### src/rtl/reg_bist_pkg.sv
// Shared types and vector-table helpers for the register self-test engine.
package reg_bist_pkg;

    typedef enum logic [1:0] {
        StIdle,
        StDrive,
        StCheck
    } state_e;

    localparam int unsigned NumVectors = 4;
    localparam int unsigned VecIdxW    = 2;

    // ALT pattern is 0101..01 with the LSB set, so even bit positions are 1.
    function automatic logic alt_bit(input int unsigned b);
        return (b % 2) == 0;
    endfunction

    function automatic logic vec_d_bit(input logic [VecIdxW-1:0] idx, input int unsigned b);
        case (idx)
            2'd0, 2'd1: return alt_bit(b);
            2'd2:       return !alt_bit(b);
            default:    return 1'b1;
        endcase
    endfunction

    function automatic logic vec_clr(input logic [VecIdxW-1:0] idx);
        return idx[0];
    endfunction

    function automatic logic vec_exp_bit(input logic [VecIdxW-1:0] idx, input int unsigned b);
        case (idx)
            2'd0:    return alt_bit(b);
            2'd2:    return !alt_bit(b);
            default: return 1'b0;
        endcase
    endfunction

endpackage

### src/rtl/reg_bist_vector_rom.sv
// Combinational vector table: index -> {drive data, clear, expected output}.
module reg_bist_vector_rom
    import reg_bist_pkg::*;
#(
    parameter int unsigned WIDTH = 8
) (
    input  logic [VecIdxW-1:0] idx_i,
    output logic [WIDTH-1:0]   d_o,
    output logic               clr_o,
    output logic [WIDTH-1:0]   exp_o
);

    assign clr_o = vec_clr(idx_i);

    for (genvar i = 0; i < WIDTH; i++) begin : g_bit
        assign d_o[i]   = vec_d_bit(idx_i, i);
        assign exp_o[i] = vec_exp_bit(idx_i, i);
    end

endmodule

### src/rtl/reg_bist.sv
// Drives a fixed 4-vector sequence into a register under test and scores its output.
module reg_bist
    import reg_bist_pkg::*;
#(
    parameter int unsigned WIDTH       = 8,
    parameter int unsigned HOLD_CYCLES = 2
) (
    input  logic             clk_i,
    input  logic             rst_ni,
    input  logic             start_i,
    output logic [WIDTH-1:0] dut_d_o,
    output logic             dut_clr_o,
    input  logic [WIDTH-1:0] dut_q_i,
    output logic             busy_o,
    output logic             done_o,
    output logic             pass_o,
    output logic [3:0]       fail_mask_o,
    output logic [2:0]       err_count_o
);

    localparam logic [3:0]         HoldInit = 4'(HOLD_CYCLES - 1);
    localparam logic [VecIdxW-1:0] LastIdx  = VecIdxW'(NumVectors - 1);

    state_e               state_q, state_d;
    logic [VecIdxW-1:0]   vec_idx_q, vec_idx_d;
    logic [3:0]           hold_cnt_q, hold_cnt_d;
    logic [3:0]           acc_mask_q, acc_mask_d;
    logic [2:0]           acc_cnt_q, acc_cnt_d;
    logic [WIDTH-1:0]     dut_d_q, dut_d_d;
    logic                 dut_clr_q, dut_clr_d;
    logic                 busy_q, busy_d;
    logic                 done_q, done_d;
    logic                 pass_q, pass_d;
    logic [3:0]           fail_mask_q, fail_mask_d;
    logic [2:0]           err_count_q, err_count_d;

    logic [VecIdxW-1:0]   nxt_idx;
    logic [WIDTH-1:0]     nxt_d, cur_exp;
    logic                 nxt_clr;
    logic [WIDTH-1:0]     unused_nxt_exp, unused_cur_d;
    logic                 unused_cur_clr;
    logic                 mismatch;
    logic [3:0]           mask_upd;
    logic [2:0]           cnt_upd;

    // Loads come from index 0 when starting, otherwise from the vector after the one checked.
    assign nxt_idx = (state_q == StCheck) ? vec_idx_q + 1'b1 : '0;

    reg_bist_vector_rom #(
        .WIDTH (WIDTH)
    ) u_rom_next (
        .idx_i (nxt_idx),
        .d_o   (nxt_d),
        .clr_o (nxt_clr),
        .exp_o (unused_nxt_exp)
    );

    reg_bist_vector_rom #(
        .WIDTH (WIDTH)
    ) u_rom_cur (
        .idx_i (vec_idx_q),
        .d_o   (unused_cur_d),
        .clr_o (unused_cur_clr),
        .exp_o (cur_exp)
    );

    assign mismatch = (dut_q_i != cur_exp);
    assign mask_upd = acc_mask_q | (4'(mismatch) << vec_idx_q);
    assign cnt_upd  = acc_cnt_q + 3'(mismatch);

    always_comb begin
        state_d     = state_q;
        vec_idx_d   = vec_idx_q;
        hold_cnt_d  = hold_cnt_q;
        acc_mask_d  = acc_mask_q;
        acc_cnt_d   = acc_cnt_q;
        dut_d_d     = dut_d_q;
        dut_clr_d   = dut_clr_q;
        busy_d      = busy_q;
        done_d      = 1'b0;
        pass_d      = pass_q;
        fail_mask_d = fail_mask_q;
        err_count_d = err_count_q;

        unique case (state_q)
            StIdle: begin
                if (start_i) begin
                    vec_idx_d  = '0;
                    dut_d_d    = nxt_d;
                    dut_clr_d  = nxt_clr;
                    hold_cnt_d = HoldInit;
                    acc_mask_d = '0;
                    acc_cnt_d  = '0;
                    busy_d     = 1'b1;
                    state_d    = StDrive;
                end
            end
            StDrive: begin
                if (hold_cnt_q == '0) begin
                    state_d = StCheck;
                end else begin
                    hold_cnt_d = hold_cnt_q - 4'd1;
                end
            end
            StCheck: begin
                acc_mask_d = mask_upd;
                acc_cnt_d  = cnt_upd;
                if (vec_idx_q == LastIdx) begin
                    fail_mask_d = mask_upd;
                    err_count_d = cnt_upd;
                    pass_d      = (cnt_upd == '0);
                    done_d      = 1'b1;
                    busy_d      = 1'b0;
                    dut_d_d     = '0;
                    dut_clr_d   = 1'b0;
                    vec_idx_d   = '0;
                    state_d     = StIdle;
                end else begin
                    vec_idx_d  = nxt_idx;
                    dut_d_d    = nxt_d;
                    dut_clr_d  = nxt_clr;
                    hold_cnt_d = HoldInit;
                    state_d    = StDrive;
                end
            end
            default: state_d = StIdle;
        endcase
    end

    always_ff @(posedge clk_i or negedge rst_ni) begin
        if (!rst_ni) begin
            state_q     <= StIdle;
            vec_idx_q   <= '0;
            hold_cnt_q  <= '0;
            acc_mask_q  <= '0;
            acc_cnt_q   <= '0;
            dut_d_q     <= '0;
            dut_clr_q   <= 1'b0;
            busy_q      <= 1'b0;
            done_q      <= 1'b0;
            pass_q      <= 1'b0;
            fail_mask_q <= '0;
            err_count_q <= '0;
        end else begin
            state_q     <= state_d;
            vec_idx_q   <= vec_idx_d;
            hold_cnt_q  <= hold_cnt_d;
            acc_mask_q  <= acc_mask_d;
            acc_cnt_q   <= acc_cnt_d;
            dut_d_q     <= dut_d_d;
            dut_clr_q   <= dut_clr_d;
            busy_q      <= busy_d;
            done_q      <= done_d;
            pass_q      <= pass_d;
            fail_mask_q <= fail_mask_d;
            err_count_q <= err_count_d;
        end
    end

    assign dut_d_o     = dut_d_q;
    assign dut_clr_o   = dut_clr_q;
    assign busy_o      = busy_q;
    assign done_o      = done_q;
    assign pass_o      = pass_q;
    assign fail_mask_o = fail_mask_q;
    assign err_count_o = err_count_q;

endmodule

### config.mk
export PLATFORM = sky130hd
export DESIGN_NAME = reg_bist
export DESIGN_NICKNAME = d
export VERILOG_FILES = /design/src/rtl/reg_bist_pkg.sv /design/src/rtl/reg_bist_vector_rom.sv /design/src/rtl/reg_bist.sv
export SDC_FILE = /design/constraint.sdc
export NUM_CORES = 1
export LEC_CHECK = 0
export ABC_CLOCK_PERIOD_IN_PS = 3800
export CAP_MARGIN = 20
export CELL_PAD_IN_SITES_DETAIL_PLACEMENT = 1
export CELL_PAD_IN_SITES_GLOBAL_PLACEMENT = 1
export CORE_ASPECT_RATIO = 1.5
export CORE_MARGIN = 2
export CORE_UTILIZATION = 38
export DETAILED_ROUTE_END_ITERATION = 7
export GPL_ROUTABILITY_DRIVEN = 0
export PLACE_DENSITY_LB_ADDON = 0.3
export REMOVE_ABC_BUFFERS = 1
export SLEW_MARGIN = 10
export SYNTH_ARGS = -nofsm -noshare
export SYNTH_HDL_FRONTEND = slang
export SYNTH_SLANG_ARGS = --single-unit
### constraint.sdc
create_clock -name clk_i -period 3.8 [get_ports clk_i]
set_clock_uncertainty 0.2 [all_clocks]
set_input_delay 1.14 -clock clk_i [delete_from_list [all_inputs] [get_ports clk_i]]
set_output_delay 1.14 -clock clk_i [all_outputs]
set_load 0.02 [all_outputs]
Word level (Yosys, flattened, before mapping):

Index checks and enable logic that the tools add are counted.

* flip-flop bits (word level): 34
* input port bits: 11
* output and inout port bits: 19
* word-level logic and storage cells: 73

* $add $sub $neg: 3
* equal/unequal tests: 12
* shifts and indexed selects: 1
* multiplexer cells: 31
* bitwise logic cells: 1
* reduce and logical (&&, ||, !) cells: 13

Operators with widths (count)
* 2-to-1 mux 4 bit: 4
* 2-to-1 mux 8 bit: 2
* one-hot mux 8 bit (2 select lines): 1
* one-hot mux 4 bit (3 select lines): 1
* 2-to-1 mux 1 bit: 11
* 2-to-1 mux 2 bit: 5
* equality test 2 bit, second input constant: 4
* != test 2 bit, second input constant: 4
* != test 8 bit: 1
* one-hot mux 4 bit (2 select lines): 1
* logical NOT 2 bit: 3
* one-hot mux 2 bit (3 select lines): 1
* one-hot mux 3 bit (2 select lines): 1
* AND reduction 2 bit: 3
* equality test 2 x 1 -> 1 bit, second input constant: 2
* logical NOT 4 bit: 1
* OR 4 bit: 1
* one-hot mux 1 bit (2 select lines): 2
* one-hot mux 2 bit (2 select lines): 1
* AND reduction 4 bit: 1
* left shift 1 x 2 -> 4 bit: 1
* subtractor 4 x 1 -> 4 bit, second input constant: 1
* adder 3 x 1 -> 3 bit: 1
* logical NOT 3 bit: 1
* 7 further kinds: 7

Logic depth before layout (Yosys ltp):

Gate-level depths: netlist (run 1).

* depth after elaboration: 7
* depth in mapped cells: 13
* depth with buffers taken out: 11

Modules after synthesis:

Synthesis (run 1) repeated with hierarchy kept, for this count alone.

* cells, all modules: 167
* area total of the unflattened synthesis: 1804.2 µm²

By module, submodules not included
* reg_bist: instances 1, cells an instance 133, area each 1564.0 µm², seq. area each 850.8 µm²
* reg_bist_vector_rom: instances 2, cells an instance 17, area each 120.1 µm², seq. area each 0.0 µm²

Worst setup path before layout (run 1):

OpenSTA, ideal clock, no wires.

* path kind: input-to-reg
* start: in dut_q_i[2]
* end: reg pass_q, in the netlist pass_o
* library setup time: 0.121 ns
* arrival: 2.859 ns
* required time: 3.479 ns
* path slack: 0.620 ns
* cell stages on the path: 10
* path buffers: 1
* cells stage by stage: or4_1 > nor2_1 > o22a_2 > buf_6 > inv_1 > ha_1 > ha_1 > nand2b_1 > and3_1 > a22o_1

* longest elaborated chain between the ends: 3

Ends and longest elaborated chain
* start, declared: RTL line reg_bist.sv:13 `input logic [WIDTH-1:0] dut_q_i,`
* != test 8 bit: RTL line reg_bist.sv:67 `assign mismatch = (dut_q_i != cur_exp);`
* adder 3 x 1 -> 3 bit: RTL line reg_bist.sv:69 `assign cnt_upd = acc_cnt_q + 3'(mismatch);`
* logical NOT 3 bit: RTL line reg_bist.sv:111 `pass_d = (cnt_upd == '0);`
* end signal, assigned: RTL line reg_bist.sv:154 `pass_q <= pass_d;`
* end, declared: RTL line reg_bist.sv:33 `logic pass_q, pass_d;`

Every way passes these cells.
A chain may end at the register's enable or synchronous reset.

Worst setup path after layout (run 1):

* start: in dut_q_i[3]
* end: reg pass_q, in the netlist pass_o

The elaborated chain is that of the path after synthesis.

==> results.md, run 1 <==
* Yosys warns at 0
* DRC at 0
* First-pass GRT wire length at 5.04 mm
* Worst hold-check path type: flop to flop
* # hold bufs at CTS at 0
* Max cap viols at 0
* Drt pass-1 iters at 3
* Port Buf Inserts at 29
* Chip height at 77.9 um
* Ports at 30
* Final WL at 3.02 mm
* Post-synth top flop: dfrtp_1
* Post_cts resized at 0
* Worst-path maximum fanout at 2
* Initial antenna violation count at 0
* Via count at 1071
* Hold Vio Cnt, Final at 0
* Maximum clock rate at 0.300 GHz
* Critical Path Source Type: primary input
* Most numerous cell in the Yosys netlist: dfrtp_1
* Most used cell, CP: ha_1
* Vias per inst at 5.25
* RSZ-0062 raised after global routing: false
* Top cell type's share of synthesized area at 0.506
* Reg area at 701 um^2
* Ratio of cells with drive above 1 in the final layout at 0.0617
* Synth Cell Area at 0.00139 mm^2
* Post-layout min period at 3330 ps
* Max Transition Viols Final at 0
* Largest net degree at the start of global routing at 29
* Largest area contributor in the netlist: dfrtp_1
* DIE WIDTH at 53.3 um
* Drt wl/cell at 14.8 um
* Starting density of the core at 0.402
* Vias in the first global route at 1129
* Num CTS Buffers at 3
* Period utilization at 0.876
* Measured slew at the worst slew-check pin at 569 ps
* Critical path class: primary input to flop
* Leakage at 0.814 nW
* H-tree Lvls at 1
* Data arrival time of the critical path at 3290 ps
* Post-DRT Antenna Nets at 0
* CP peak stage delay at 510 ps
* Overflow after GRT at 0
* Crit-path cells: clkdlybuf4s50_1 > or4_1 > nor2_1 > o22a_2 > inv_1 > ha_1 > ha_1 > nand2b_1 > and3_1 > a22o_1
* Slowest-stage cell, CP: or4_1
* Kind of end point of the critical path: flop
* Status: finished clean
* Area occupied by multi-input gates at 578 um^2
* Post-CTS Repair Setup Buffers at 0
* Total power at 930 uW
* Max VDD drop at 0.000338 V
* Netlist cell types at 31
* Worst skew pair latency at 270 ps
* Cell Area, Placed at 0.00167 mm^2
* Longest Clk Path Bufs at 2
* Synth cell count leaders: dfrtp_1 (28), nand2_1 (19), nor2_1 (11), inv_1 (8), buf_4 (7)
* Cell area after layout at 0.00171 mm^2
* Starting DRT DRC Count at 12
* Tot GR Track Use at 0.159
* Hold WS at 283 ps
* Final setup violation count at 0
* Clock Tree Root: clkbuf_8
* Fill cells at 413
* # rows at 26
* EDFF count, synth at 0
* Clock Sinks at 28
* Post-DP HPWL at 2.36 mm
* CTS tree: built
* CORE AREA at 0.00345 mm^2
* Final setup TNS at 0 ps
* Req. time, crit path at 3760 ps
* Average instance area after synthesis at 10.0 um^2
* Clk pin slew, worst setup/hold paths at 90 ps
* Synth-to-Final Area Change at 23.6%
* Cells after Synth at 138
* Synth async-reset ratio at 1.00
* Inserted Diodes at 0
* Synthesized flop and latch total at 28
* Die area at 0.00415 mm^2
* Area contributors post-synth: dfrtp_1 (51%), ha_1 (5.4%), nand2_1 (5.1%)
* Max-slew headroom at 0.618
* Cell Pwr Density at 544 mW/mm^2
* Final net count at 181
* Post-synthesis sequential area ratio at 0.506
## placed cells by master, fill, tap and decap left out
cell type / count
a21o_1: 5
a21oi_1: 4
a22o_1: 4
and3_1: 2
buf_4: 2
clkbuf_8: 3
clkdlybuf4s50_1: 29
dfrtp_1: 28
ha_1: 6
inv_1: 8
inv_2: 1
mux2i_1: 4
nand2_1: 19
nand2b_1: 5
nand3_1: 4
nand3b_1: 2
nor2_1: 11
nor2b_1: 2
nor3_1: 3
o21ai_0: 3
o21ai_1: 1
o21ai_2: 2
o22a_2: 1
o22ai_1: 1
o31ai_1: 4
o41ai_1: 2
or3b_2: 1
or4_1: 2
xnor2_1: 1
xor2_1: 2
## sequential cells by signal, indices dropped and copies added (netlist names)
name and count:
done_o 1, hold_cnt_q 4, vec_idx_q 2, state_q 2, acc_mask_q 4, acc_cnt_q 3
err_count_o 3, busy_o 1, fail_mask_o 4, dut_clr_o 1, dut_d_o 2, pass_o 1
## layout make-up
cell class	instances	area share
Clock buffer	3	0.0241
Multi-Input combinational cell	91	0.338
Sequential cell	28	0.409
Inverter	9	0.0197
Timing Repair Buffer	31	0.178
Tap cell	42	0.0307
## report_power, final
part           switching [mW]  internal [mW]
combinational           0.188          0.154
sequential             0.0675          0.361
clock                  0.0889         0.0712
## per-layer routing
metal  global-route usage  routed length (um)
met4               0.0385                  30
met5                    0                   0
met2                0.307                1720
met3               0.0192                  70
met1                0.172                1190
## logic make-up after synthesis
group	count (synthesis)	synth area share
AND/OR/NAND/NOR	51	0.175
flip-flops	28	0.506
AO/OA/AOI/OAI	27	0.140
buffers and inverters	19	0.0768
adder cells (fa/ha/maj)	6	0.0542
multiplexers	4	0.0289
XOR/XNOR	3	0.0190
## metrics by stage
stage                      util  setup slack [ps]  instances
after global placement    0.484               248        201
after global routing      0.496               369        204
after detailed placement  0.484               169        201
after floorplan               -               628        128
after CTS                 0.496               459        204
final                     0.496               470        204
## final timing paths
kind                                                    to  depth (start not counted)  slack (ps)                      from
worst max register to register          pass_o$_DFFE_PN0P_                         11         800  vec_idx_q[0]$_DFFE_PN0P_
worst max-delay path                    pass_o$_DFFE_PN0P_                         10         470                dut_q_i[3]
min in group asynchronous       err_count_o[2]$_DFFE_PN0P_                          2        1040                    rst_ni
worst min register to register       dut_clr_o$_DFFE_PN0P_                          1         280     dut_clr_o$_DFFE_PN0P_
max in group asynchronous         vec_idx_q[0]$_DFFE_PN0P_                          2        2100                    rst_ni
worst min-delay path                 dut_clr_o$_DFFE_PN0P_                          1         280     dut_clr_o$_DFFE_PN0P_
## critical path: cells and delay by family
kind	cells	cell delay [ps]
buffers and inverters	2	470
AOI/OAI and AO/OA	2	350
and+or+nand+nor	4	960
adders and majority gates	2	360
(Power assumes the default switching activity.)
==> run 2, diff against run 1 <==
CTS_CLUSTER_SIZE = 28   (was default)
SETUP_SLACK_MARGIN = 0.2   (was default)
==> results of run 2 <==
No change in the layout: final DEF, timing and power equal those of run 1.
==> RTL change (config.mk and constraints of run 1) <==
The 3 states of `state_e` get a one-hot encoding in 3 bits.
--- a/src/rtl/reg_bist_pkg.sv
+++ b/src/rtl/reg_bist_pkg.sv
@@ -2,8 +2,8 @@
 package reg_bist_pkg;
 
-    typedef enum logic [1:0] {
-        StIdle,
-        StDrive,
-        StCheck
+    typedef enum logic [2:0] {
+        StIdle  = 3'b001,
+        StDrive = 3'b010,
+        StCheck = 3'b100
     } state_e;
 
Check against the original RTL: same outputs for any inputs over 10 cycles, from zero or initial values and one cycle with rst_ni low; not proved beyond that.
==> RTL change against run 1 <==
Critical path depth unchanged; routed wire length grew 6.1%; hold slack worse by 0.0039 ns; synthesized area grew 6.9%; setup slack better by 0.052 ns; sequential cell count is 1 higher; critical endpoint unchanged; power fell by 7.4%; final area is 9.2% higher.
==> RTL change: results (changes against run 1) <==
- Mapped Cells: 137 (-0.72%)
- CTS H-tree depth: 2 (+1)
- Initial antenna violation count: 0 (unchanged)
- WHS Path Cells: 2 (+1)
- Leakage: 0.000857 uW (+5.3%)
- Unique masters post-synth: 38 (+23%)
- CTS resizes: 0 (unchanged)
- WHS Endpoint: acc_mask_q[1]$_DFFE_PN0P_
- Final std cells w/o fill: 209 (+2.5%)
- Wire per inst: 15.3 um (+3.6%)
- Largest net degree at the start of global routing: 30 (+3.4%)
- Drt first-iter violations: 11 (-1)
- TritonRoute pass-1 iters: 3 (unchanged)
- Status: completed
- CP Data Arrival Time: 3.28 ns (about the same)
- Vias in the first global route: 1242 (+10%)
- Sequential fraction of the synthesis area: 49.1% (-1.5 points)
- Final Hold Slack: 0.279 ns (-0.00389 ns)
- Via density: 5.28 (+0.62%)
- Num CTS Buffers: 5 (+2)
- Slew @ Worst Pin: 0.373 ns (-0.196 ns)
- Final HPWL DP: 2.49 mm (+5.6%)
- Initial Util: 39.8% (-0.34 points)
- Final net count: 182 (+0.55%)
- First-pass GRT wire length: 5.66 mm (+12%)
- Largest fanout on the critical path: 3 (+1)
- Ranking of synthesized cells by area: dfrtp_1, ha_1, nand2_1
- CP Launch Point: dut_q_i[2]
- Layout cells sized above 1: 13.9% (+7.7 points)
- VDD IR-drop max: 0.300 mV (-11%)
- Reg clk slew, reported paths: 0.07 ns (-0.02 ns)
- HP Start: acc_mask_q[1]$_DFFE_PN0P_
- Fill cell total of the finished layout: 421 (+1.9%)
- Gr usage total: 18.2% (+2.3 points)
==> RTL change: worst max-delay path by stage <==
stage                                      end  slack, ns  depth (start not counted)
finish                      pass_o$_DFFE_PN0P_       0.52                         10
global route                pass_o$_DFFE_PN0P_       0.33                         10
CTS                         pass_o$_DFFE_PN0P_       0.51                         10
detailed placement          pass_o$_DFFE_PN0P_       0.23                         10
global placement    err_count_o[1]$_DFFE_PN0P_       0.31                          8
floorplan           err_count_o[1]$_DFFE_PN0P_       0.62                          7
==> RTL change: per-layer routing <==
| layer | GRT usage (%) | part of all wire, % | wire [um] |
|---|---|---|---|
| met1 | 18.9 | 36 | 1140 |
| met2 | 32.3 | 58 | 1860 |
| met3 | 6.32 | 4.5 | 143 |
| met4 | 6.59 | 1.7 | 53 |
| met5 | 0 | 0 | 0 |
==> RTL change: worst max-delay path: stages <==
cell and delay [ns]:
clkdlybuf4s50_1 0.42, or4_1 0.49, mux2i_1 0.13, and2_1 0.19, inv_1 0.06, ha_1 0.17
ha_1 0.22, xnor2_1 0.24, nand2_1 0.07, o21ai_0 0.15
==> RTL change: layout make-up <==
class	count	area share [%]
Clock buffer	7	5.15
Clock inverter	1	0.268
Inverter	7	1.41
Multi-Input combinational cell	91	35.1
Sequential cell	29	38.9
Tap cell	43	2.88
Timing Repair Buffer	31	16.3
==> RTL change: report_power, final <==
group | total, uW | leakage, uW | internal, uW | switching [uW]
combinational | 182 | 0.000449 | 80.2 | 102
clock | 278 | 0.0000542 | 163 | 115
sequential | 401 | 0.000354 | 350 | 50.9
==> RTL change: metrics by stage <==
step | power [uW] | setup WS (ns) | area [um^2]
2_1_floorplan | 520 | 0.623 | 1410
3_3_place_gp | 574 | 0.307 | 1770
3_5_place_dp | 595 | 0.226 | 1770
4_1_cts | 876 | 0.512 | 1870
5_1_grt | 925 | 0.326 | 1870
6_report | 861 | 0.522 | 1870
==> RTL change: cell families (layout without fill, tap and decap cells) <==
| family | count (synthesis) | count (layout) | share of synthesized area, % |
|---|---|---|---|
| compound gates | 24 | 24 | 13.4 |
| xor+xnor | 2 | 2 | 1.18 |
| fa+ha+maj | 6 | 6 | 5.07 |
| buf+inv | 17 | 46 | 6.59 |
| flops | 29 | 29 | 49.1 |
| mux | 8 | 8 | 5.58 |
| simple gates | 51 | 51 | 19.0 |
